[src/rtl/bus_trace_capture.sv]
// bus_trace_capture
// Passive recorder for the 6502 external bus. It registers PHI2, shadows
// A/D/RnW/SYNC while PHI2 is high, and on each PHI2 falling edge (a cycle
// event) it may push one 26-bit record into an internal FIFO. The FIFO is
// drained through a valid/ready read port. An armed capture FSM limits
// each capture to CAP_LEN records; dropped records still count.
//
// Optional feature, macro BUS_TRACE_TRIGGER_EN:
//   defined   - ARMED waits for an opcode fetch (SYNC=1) at TRIG_ADDR
//   undefined - the first cycle event after ARM triggers; TRIG_ADDR unused
//
// Ports:
//   CLK, RES            sampling clock, synchronous active-high reset
//   PHI2, A, D, RnW,    core bus signals, sampled on CLK
//   SYNC
//   ARM, CLEAR          one-CLK pulses: start capture / flush FIFO + OVERFLOW
//   TRIG_ADDR           trigger address (feature only)
//   RD_VALID, RD_READY  read handshake; pop when both high
//   RD_DATA             {SYNC, RnW, A[15:0], D[7:0]} of the FIFO head
//   LEVEL               FIFO occupancy
//   STATE               0 IDLE, 1 ARMED, 2 CAPTURE, 3 DONE
//   OVERFLOW            sticky, a record was dropped on a full FIFO
//
// state   | meaning
// --------+--------------------------------------------------------------
// IDLE    | waiting for ARM after reset
// ARMED   | waiting for the trigger cycle event
// CAPTURE | recording one entry per cycle event until CAP_LEN reached
// DONE    | capture complete, FIFO contents kept; ARM re-arms

module bus_trace_capture #(
    parameter int DEPTH   = 16,
    parameter int CAP_LEN = 64
) (
    input  logic                      CLK,
    input  logic                      RES,
    input  logic                      PHI2,
    input  logic [15:0]               A,
    input  logic [7:0]                D,
    input  logic                      RnW,
    input  logic                      SYNC,
    input  logic                      ARM,
    input  logic                      CLEAR,
    input  logic [15:0]               TRIG_ADDR,
    output logic                      RD_VALID,
    input  logic                      RD_READY,
    output logic [25:0]               RD_DATA,
    output logic [$clog2(DEPTH):0]    LEVEL,
    output logic [1:0]                STATE,
    output logic                      OVERFLOW
);

    localparam int AW = $clog2(DEPTH);
    localparam logic [15:0] CAP_LEN_W = 16'(CAP_LEN);

    typedef enum logic [1:0] {
        S_IDLE    = 2'd0,
        S_ARMED   = 2'd1,
        S_CAPTURE = 2'd2,
        S_DONE    = 2'd3
    } state_t;

    state_t        state_q, state_d;
    logic [15:0]   cnt_q, cnt_d;
    logic          phi2_q, phi2_d;
    logic          phi2_prev_q, phi2_prev_d;
    logic [25:0]   shadow_q, shadow_d;
    logic [AW:0]   wr_ptr_q, wr_ptr_d;
    logic [AW:0]   rd_ptr_q, rd_ptr_d;
    logic          ovf_q, ovf_d;
    logic [25:0]   mem_q [DEPTH];

    logic          event_w;
    logic          trig_w;
    logic          push_req;
    logic          push_ok;
    logic          pop_w;
    logic          empty_w;
    logic          full_w;
    logic [15:0]   cnt_inc;

    // Event fires in the CLK after phi2_q fell; shadow is stable by then
    // and holds the last sample taken with PHI2 high.
    assign event_w = phi2_prev_q & ~phi2_q;
    assign cnt_inc = cnt_q + 16'd1;

`ifdef BUS_TRACE_TRIGGER_EN
    assign trig_w = shadow_q[25] && (shadow_q[23:8] == TRIG_ADDR);
`else
    logic unused_trig_w;
    assign unused_trig_w = ^TRIG_ADDR;
    assign trig_w        = 1'b1;
`endif

    always_comb begin
        phi2_d      = PHI2;
        phi2_prev_d = phi2_q;
        shadow_d    = shadow_q;
        if (phi2_q) begin
            shadow_d = {SYNC, RnW, A, D};
        end
    end

    always_comb begin
        state_d  = state_q;
        cnt_d    = cnt_q;
        push_req = 1'b0;
        case (state_q)
            S_IDLE: begin
                if (ARM) begin
                    state_d = S_ARMED;
                    cnt_d   = '0;
                end
            end
            S_ARMED: begin
                // The triggering cycle itself is record 1.
                if (event_w && trig_w) begin
                    push_req = 1'b1;
                    cnt_d    = 16'd1;
                    state_d  = (CAP_LEN_W == 16'd1) ? S_DONE : S_CAPTURE;
                end
            end
            S_CAPTURE: begin
                if (event_w) begin
                    push_req = 1'b1;
                    cnt_d    = cnt_inc;
                    if (cnt_inc == CAP_LEN_W) begin
                        state_d = S_DONE;
                    end
                end
            end
            S_DONE: begin
                if (ARM) begin
                    state_d = S_ARMED;
                    cnt_d   = '0;
                end
            end
            default: begin
                state_d = S_IDLE;
                cnt_d   = '0;
            end
        endcase
    end

    assign empty_w = (wr_ptr_q == rd_ptr_q);
    assign full_w  = (wr_ptr_q[AW] != rd_ptr_q[AW]) &&
                     (wr_ptr_q[AW-1:0] == rd_ptr_q[AW-1:0]);

    // CLEAR overrides pops; a push coinciding with CLEAR is always kept
    // so the FIFO ends holding just that record.
    always_comb begin
        pop_w    = ~empty_w & RD_READY & ~CLEAR;
        push_ok  = push_req & (CLEAR | ~full_w | pop_w);
        wr_ptr_d = wr_ptr_q + (AW+1)'(push_ok);
        rd_ptr_d = CLEAR ? wr_ptr_q : rd_ptr_q + (AW+1)'(pop_w);
        ovf_d    = CLEAR ? 1'b0 : (ovf_q | (push_req & ~push_ok));
    end

    always_ff @(posedge CLK) begin
        if (RES) begin
            state_q     <= S_IDLE;
            cnt_q       <= '0;
            phi2_q      <= 1'b0;
            phi2_prev_q <= 1'b0;
            shadow_q    <= '0;
            wr_ptr_q    <= '0;
            rd_ptr_q    <= '0;
            ovf_q       <= 1'b0;
        end else begin
            state_q     <= state_d;
            cnt_q       <= cnt_d;
            phi2_q      <= phi2_d;
            phi2_prev_q <= phi2_prev_d;
            shadow_q    <= shadow_d;
            wr_ptr_q    <= wr_ptr_d;
            rd_ptr_q    <= rd_ptr_d;
            ovf_q       <= ovf_d;
        end
    end

    always_ff @(posedge CLK) begin
        if (!RES && push_ok) begin
            mem_q[wr_ptr_q[AW-1:0]] <= shadow_q;
        end
    end

    assign RD_VALID = ~empty_w;
    assign RD_DATA  = empty_w ? '0 : mem_q[rd_ptr_q[AW-1:0]];
    assign LEVEL    = wr_ptr_q - rd_ptr_q;
    assign STATE    = state_q;
    assign OVERFLOW = ovf_q;

endmodule

[config.mk]
export PLATFORM = sky130hd
export DESIGN_NAME = bus_trace_capture
export DESIGN_NICKNAME = d
export VERILOG_FILES = /design/src/rtl/bus_trace_capture.sv
export SDC_FILE = /design/constraint.sdc
export NUM_CORES = 1
export LEC_CHECK = 0
export CAP_MARGIN = 20
export CORE_ASPECT_RATIO = 0.6
export CORE_MARGIN = 4
export CORE_UTILIZATION = 55
export CTS_CLUSTER_SIZE = 8
export DETAILED_ROUTE_END_ITERATION = 16
export GPL_TIMING_DRIVEN = 0
export MAX_ROUTING_LAYER = met4
export PLACE_DENSITY_LB_ADDON = 0.05
export SKIP_CTS_REPAIR_TIMING = 1
export SKIP_LAST_GASP = 1
export SYNTH_ARGS = -nofsm -noshare
export SYNTH_HDL_FRONTEND = slang
export SYNTH_SLANG_ARGS = --single-unit
[constraint.sdc]
create_clock -name CLK -period 5.8 [get_ports CLK]
set_input_delay 1.16 -clock CLK [delete_from_list [all_inputs] [get_ports CLK]]
set_output_delay 1.16 -clock CLK [all_outputs]
set_load 0.02 [all_outputs]
[Yosys cells after proc, flatten, opt, wreduce, memory -nomap -nowiden]
Memory sizes are Yosys's and may differ from the RTL's. A register that Yosys moved wholly into a read port is not among the register bits.
Cells that the tools add are included.
Storage, ports and cells
  flip-flop bits (word level): 57
  latch bits: 0
  memory bits (writable): 416
  memory bits (read-only): 0
  input bits: 48
  output and inout bits: 35
  memories kept: 1
Cells by class
  $add $sub $neg: 4
  multiply operators: 0
  divide/modulo/power cells: 0
  order comparisons: 0
  equal/unequal tests: 11
  shifts and indexed selects: 0
  muxes and demuxes: 16
  bitwise gates (word level): 13
  reductions and logical operators: 9
Memories
  mem_q: words 16, width 26, read ports 1, clocked after memory_dff 1, write ports 1, line 71  | logic [25:0] mem_q [DEPTH];
Operators by type and width (number)
  $mux W16: 3
  $pmux W16 S3: 1
  $mux W26: 1
  $add A16 B1 Y16 const B: 1
  $eq A16 B7 Y1 const B: 1
  $add A5 B1 Y5: 2
  $mux W2: 4
  $ne A2 B2 Y1 const B: 3
  $pmux W2 S3: 1
  $reduce_or A2 Y1: 3
  $and A1 B1 Y1: 5
  $eq A5 B5 Y1: 1
  $mux W5: 1
  $not A1 Y1: 5
  $sub A5 B5 Y5: 1
  $eq A2 B2 Y1 const B: 2
  $eq A4 B4 Y1: 1
  $mux W1: 4
  $mux W4: 1
  $reduce_and A4 Y1: 1
  $or A1 B1 Y1: 3
  $reduce_and A3 Y1: 1
  $eq A2 B1 Y1 const B: 1
  $logic_and A1 B1 Y1: 2
  4 further kinds: 4

[Depth between registers and ports, before layout]
Gate-level depths: netlist of the first run.
  depth after elaboration: 9
  gate-level depth with buffers: 17
  gate-level depth less buffers: 12

[Least setup slack after synthesis of the first run]
OpenSTA, ideal clock, no wires.
  path type: register to register
  start: register rd_ptr_q[1]
  end: memory mem_q[2][0] (enable)
  arrival time: 4.199 ns
  required time: 5.358 ns
  slack: 1.159 ns
  cell stages (with the launch flop): 11
  period minus slack after synthesis: 4.641 ns
  cells stage by stage: dfxtp_1 buf_2 buf_2 buf_1 inv_1 ha_1 and4_1 a311oi_1 nand2b_1 or3_1 nor3_1
On the way
  cells in the longest elaborated chain, start to end: 9
  elaborated cells on any way between the ends: 13
  those cells by class: 2 x eq/ne; 2 x mux; 7 x bitwise; 2 x reduce/logical
RTL lines
  from (decl): line 69  | logic [AW:0] rd_ptr_q, rd_ptr_d;
  from (signal assigned): line 176  | rd_ptr_q <= rd_ptr_d;
  $eq A5 B5 Y1 or $eq A4 B4 Y1 (tied branches): line 145, 147
  $not A1 Y1 or $logic_and A1 B1 Y1 (tied branches): line 152, 146
  $and A1 B1 Y1 or $not A1 Y1 (tied branches): line 152, 153
  $and A1 B1 Y1 or $or A1 B1 Y1 (tied branches): line 152, 153
  $or A1 B1 Y1 *: line 153  | push_ok = push_req & (CLEAR | ~full_w | pop_w);
  $and A1 B1 Y1 *: line 153
  $logic_and A1 B1 Y1 *: line 182  | if (!RES && push_ok) begin
  $mux W1 *: line 182
  $mux W1 (not written as such) *: line 183  | mem_q[wr_ptr_q[AW-1:0]] <= shadow_q;
  to (decl): line 71
Every way passes the cells marked *; elsewhere a longest branch is shown, timed or not.

[Worst setup path after layout of the first run]
  start: register rd_ptr_q[1]
  end: output port RD_DATA[23]
On the way
  cells in the longest elaborated chain, start to end: 2
RTL lines
  $eq A5 B5 Y1: line 145  | assign empty_w = (wr_ptr_q == rd_ptr_q);
  $mux W26: line 188  | assign RD_DATA = empty_w ? '0 : mem_q[rd_ptr_q[AW-1:0]];
  to (decl): line 47  | output logic [25:0] RD_DATA,
Every way passes these cells.

==> qor.yml, run 1 <==
cts:
  clk_latency_ns: 0.58
  clk_path_buf_depth: 3
  cts.sinks: 473
  cts_tree: "yes"
  cts_inserted_buffers: 69
  clk_pin_slew_ns: 0.05
  clock-root-buffer: "clkbuf_16"
  h-tree-depth: 3
sta:
  finalHoldWorstSlack_ns: 0.539
  period_share_pct: 94.9
  setup_violations: 0
  slew_viol_final: 0
  hold_viol_final: 0
  fin_crit_ns: 5.51
  rsz0062_at_grt: "no"
  slew_headroom_pct: 25.1
  worst_slew_pin_slew_ns: 1.12
  fmax_ghz: 0.182
  skew_ns: 0.0210
placement:
  hpwl_um: 27500
  place.gp.congestion: 0.830
  portBuffers: 66
  dp.cells: 1483
logic_synthesis:
  synth_fa_ha_area_share_pct: 0.844
  synthFlopType: "edfxtp_1"
  yosysTopAreaCell: "edfxtp_1"
  synth_top_area_share_pct: 66.9
  synth_area_um2: 18700
  synthMuxAreaShare_pct: 17.2
  synth_edf_count: 416
  yosysMostFrequentCell: "edfxtp_1"
  synth_async_sr_flop_share_pct: 0
  yosysSeqAreaShare_pct: 73.0
  synthTopCellsByCount: "416 x edfxtp_1, 130 x mux4_2, 69 x nor2_1"
  synth.avg_cell_area_um2: 19.8
  yosysUniqueCellTypes: 53
  synth_top_family_by_area: "multiplexers"
  synth_compound_area_share_pct: 2.01
  synth-simple-area-share_pct: 4.78
  ys_ff_latch: 473
  synthTopCellsByArea: "edfxtp_1 67%, mux4_2 16%, dfxtp_1 6.1%"
  synth-warning-count: 0
  synth_xor_area_share_pct: 0.469
  postSynthCellCount: 942
  synth_nets: 1002
final_layout:
  antenna_cells: 0
  layout-drive-gt1-share_pct: 24.1
  instances_no_fill: 1607
  area_growth_pct: 20.5
  layout.nets: 1163
floorplan:
  start_util_pct: 56.7
  rows: 51
  num_io_pins: 83
  coreArea_um2: 32900
  die_x_um: 246
  die_h_um: 151
  dieArea_um2: 37100
critical_path:
  slowest_delay_ns: 0.65
  crit_type: "reg -> out"
  endpoint_kind: "output port"
  crit-reg2reg-launch: "rd_ptr_q[1]$_SDFF_PP0_"
  path_buf_inv: 6
  cp_data_required_time_ns: 4.64
  crit_family: "buffers and inverters"
  slowest_stage: "clkbuf_1"
  cp_common_cell: "nor2b_1"
  worstPathCellList: "buf_2, clkbuf_4, inv_1, ha_1, and4_1, nor2b_1, clkbuf_2, clkbuf_1, nor2b_1, clkdlybuf4s50_1"
  crit_fanout: 19
  crit_path_start: "rd_ptr_q[1]$_SDFF_PP0_"
  worstPathArrival_ns: 4.35
  start_kind: "register"
drt:
  first_pass_iters: 6
  wirelength_um: 44700
  drt-initial-drc-count: 1308
  vias: 9813
  viasPerCell: 6.11
  wl_per_cell_um: 27.8
  ant_nets: 0
  drc: 0
power_and_ir_drop:
  power_switching_w: 0.00171
  seq_power_share_pct: 47.4
  irDropWorstVdd_uv: 266
  power_density_nw_per_um2: 354
  intPower_w: 0.00626
  leakage_nw: 7.20
  swShare_pct: 21.5
  power_frac_clock_pct: 47.1
  comb_power_share_pct: 5.5
global_route:
  grt_max_degree: 22
  antenna_found_initial: 0
  grt_pass1_wl_um: 66400
  track_usage_pct: 26.0
  gr-total-overflow: 0
  grt_pass1_vias: 9668
run_status:
  status: "finished clean"
hold_path:
  hold_start: "cnt_q[15]$_SDFFE_PP0P_"
  hold_class: "reg -> reg"
run:
  cap_violations: 0
routing by layer:
metal / up-vias / share of wire, % / wire (um) / global-route usage (%)
li1: 4184 / - / - / -
met1: 5082 / 46 / 20400 / 41.3
met2: 492 / 43 / 19000 / 34.4
met3: 55 / 10 / 4550 / 6.64
met4: 0 / 1.4 / 646 / 5.61
met5: - / 0 / 0 / -
per-stage QoR:
| step | cell area (um^2) | setup WS [ns] | setup TNS (ns) | util, % | total power [W] |
|---|---|---|---|---|---|
| 2_1_floorplan | 18700 | 1.16 | 0 | - | 0.00409 |
| 3_3_place_gp | 19900 | -2.17 | -323.04 | 60.4 | 0.00427 |
| 3_5_place_dp | 20400 | 0.000463 | 0 | 62.1 | 0.00428 |
| 4_1_cts | 22500 | -0.643 | -10.01 | 68.3 | 0.00803 |
| 5_1_grt | 22500 | 0.0785 | 0 | 68.3 | 0.00825 |
| 6_report | 22500 | 0.293 | 0 | 68.3 | 0.00797 |
power groups by stage:
| stage | clock network, W | registers (W) | logic, W |
|---|---|---|---|
| after floorplan | 0 | 0.00383 | 0.000267 |
| after global placement | 0 | 0.00384 | 0.000426 |
| after detailed placement | 0 | 0.00384 | 0.000435 |
| after CTS | 0.00382 | 0.00378 | 0.000437 |
| after global routing | 0.00399 | 0.00378 | 0.000472 |
| final | 0.00376 | 0.00378 | 0.000436 |
logic make-up after synthesis:
kind of cell / after synthesis
and+or+nand+nor: 165
adders and majority gates: 12
xor gates and xnor gates: 10
muxes: 159
buffers and inverters: 63
DFF: 473
AOI/OAI and AO/OA: 60
registers in the layout, summed over array words and instances, names as in the netlist:
name / flops
mem_q: 416
shadow_q: 26
cnt_q: 16
rd_ptr_q: 5
wr_ptr_q: 5
STATE: 2
OVERFLOW: 1
phi2_prev_d: 1
phi2_prev_q: 1
layout make-up:
cell class,instances,area [um^2]
Clock inverter,4,46.3
Fill cell,2198,10400
Clock buffer,121,2010
Sequential cell,473,13600
Tap cell,450,563
Buffer,50,262
Multi-Input combinational cell,406,4840
Timing Repair Buffer,91,1100
Inverter,12,45.0
layout by cell type, fill, tap and decap left out, drive strengths merged, types with 6 or more instances in the layout:
cell type / n
nor3: 9
inv: 15
a311oi: 6
ha: 11
nor3b: 6
mux2i: 29
a21oi: 22
nand2: 8
nor2: 69
clkbuf: 148
nand3: 13
o21ai: 15
clkdlybuf4s50: 66
nor2b: 32
buf: 48
edfxtp: 416
dfxtp: 57
mux4: 130
final timing paths:
kind                                                to  slack, ns  cells past startpoint
worst min register to register  cnt_q[15]$_SDFFE_PP0P_       0.54                      1
worst max register to register  mem_q[2][16]$_DFFE_PP_       1.45                     11
worst max-delay path                       RD_DATA[23]       0.29                     10
worst min-delay path            cnt_q[15]$_SDFFE_PP0P_       0.54                      1
Power figures use the tool's default switching activity.
==> inputs of run 2 (changes only) <==
--- a/config.mk
+++ b/config.mk
@@ -8,5 +8,5 @@
 export CAP_MARGIN = 20
 export CORE_ASPECT_RATIO = 0.6
-export CORE_MARGIN = 4
+export CORE_MARGIN = 2
 export CORE_UTILIZATION = 55
 export CTS_CLUSTER_SIZE = 8
==> constraint.sdc (replaced) <==
create_clock -name CLK -period 5.8 [get_ports CLK]
set_input_delay 1.16 -clock CLK [delete_from_list [all_inputs] [get_ports CLK]]
set_output_delay 1.16 -clock CLK [all_outputs]
set_load 0.1 [all_outputs]
==> run 2 against run 1 <==
Non-clock buffer count increased by 1; critical endpoint is now RD_DATA[13]; die area decreased by 4.2%; combinational power increased by 29%; register-to-register slack got worse by 0.23 ns; core utilization decreased by 1.5 points; wire length decreased by 3.8%; largest cell class unchanged; clock-buffer cell count unchanged.
==> qor.yml, run 2 (same netlist as run 1, synthesis figures left out) <==
critical_path:
  endpoint_kind: "output port"
  crit_type: "reg -> out"
  crit_fanout: 10
  start_kind: "register"
  cp_data_required_time_ns: 4.64
  worstPathArrival_ns: 4.13
final_layout:
  mostFrequentLayoutCells: "416 x edfxtp_1, 130 x mux4_2, 72 x clkbuf_1, 72 x clkbuf_16"
  largest_register_ffs: 416
  layout-drive-gt1-share_pct: 25.8
  n_fill_cell: 2243
  area_growth_pct: 20.2
  antenna_cells: 0
  layout.nets: 1164
  instances_no_fill: 1617
  final_common_cell: "edfxtp_1"
  post-route-util_pct: 66.8
hold_path:
  hold_class: "reg -> reg"
placement:
  hpwl_um: 27500
  dp.cells: 1492
  place_worst_setup_slack_ns: -0.403
  place.gp.congestion: 0.835
  portBuffers: 66
sta:
  worst_slew_pin_slew_ns: 1.14
  skew_ns: 0.0212
  slew_headroom_pct: 24.1
  fin_crit_ns: 5.29
  rsz0062_at_grt: "no"
  setup_ws_ns: 0.509
  hold_viol_final: 0
  setup_violations: 0
  fmax_ghz: 0.189
  slew_viol_final: 0
  finalHoldWorstSlack_ns: 0.544
  period_share_pct: 91.2
drt:
  viasPerCell: 6.00
  vias: 9705
  drt-initial-drc-count: 1134
  wirelength_um: 43000
  ant_nets: 0
  drc: 0
  wl_per_cell_um: 26.6
  first_pass_iters: 5
power_and_ir_drop:
  leakage_nw: 7.37
  power.total_w: 0.00805
  irDropWorstVdd_uv: 268
  power_density_nw_per_um2: 359
global_route:
  gr-total-overflow: 0
  grt_pass1_vias: 9282
  grt_max_degree: 23
  track_usage_pct: 25.8
  antenna_found_initial: 0
  grt_pass1_wl_um: 63100
cts:
  clk_latency_ns: 0.58
  h-tree-depth: 3
  cts.sinks: 473
  clk_path_buf_depth: 3
  clock-root-buffer: "clkbuf_16"
  cts_inserted_buffers: 69
  clk_pin_slew_ns: 0.05
  cts_tree: "yes"
run:
  cap_violations: 0
floorplan:
  die_x_um: 242
  die_h_um: 147
  num_io_pins: 83
  rows: 52
  coreArea_um2: 33600
  dieArea_um2: 35500
  start_util_pct: 55.6
run_status:
  status: "finished clean"
==> run 2: worst paths after layout <==
| kind | startpoint | endpoint | slack (ns) | depth (start not counted) |
|---|---|---|---|---|
| setup / recovery | rd_ptr_q[1]$_SDFF_PP0_ | RD_DATA[13] | 0.51 | 11 |
| hold / removal | cnt_q[15]$_SDFFE_PP0P_ | cnt_q[15]$_SDFFE_PP0P_ | 0.54 | 1 |
| setup reg to reg | rd_ptr_q[1]$_SDFF_PP0_ | mem_q[1][10]$_DFFE_PP_ | 1.22 | 14 |
| hold reg to reg | cnt_q[15]$_SDFFE_PP0P_ | cnt_q[15]$_SDFFE_PP0P_ | 0.54 | 1 |
==> run 2: cell type report <==
class / instances / area, um^2 / area share [%]
inverter: 12 / 45.0 / 0.201
multi-input combinational: 406 / 4840 / 21.6
sequential: 473 / 13600 / 60.7
clock inverter: 4 / 53.8 / 0.240
clock buffer: 121 / 1990 / 8.85
buffer: 51 / 265 / 1.18
tap: 459 / 574 / 2.56
timing repair buffer: 91 / 1040 / 4.65
==> run 2: through the flow <==
stage / instance area (um^2) / setup TNS, ns
2_1_floorplan: 18700 / 0
3_3_place_gp: 19900 / -338.24
3_5_place_dp: 20500 / -4.57
4_1_cts: 22500 / -18.21
5_1_grt: 22400 / 0
6_report: 22400 / 0
==> run 2: layer usage <==
metal	up-vias	wire length, um	global-route usage, %
met1	5005	20600	41.7
met2	464	18200	33.8
met4	0	605	5.28
met5	-	0	-
met3	58	3610	5.57
li1	4178	-	-
==> run 2: where the power goes <==
| group | switching [W] | internal [W] | leakage (nW) |
|---|---|---|---|
| clock network | 0.00140 | 0.00231 | 0.970 |
| logic | 0.000381 | 0.000183 | 2.12 |
| registers | 0.0000503 | 0.00373 | 4.29 |
==> run 2: critical path, cell delays in order (launching register included) <==
cell and delay, ns:
dfxtp_1 0.41, buf_2 0.20, buf_2 0.29, clkbuf_2 0.41
inv_1 0.09, ha_1 0.30, and4_1 0.23, nor2b_1 0.14
clkbuf_2 0.30, clkbuf_2 0.38, nor2b_1 0.28, clkbuf_2 0.50
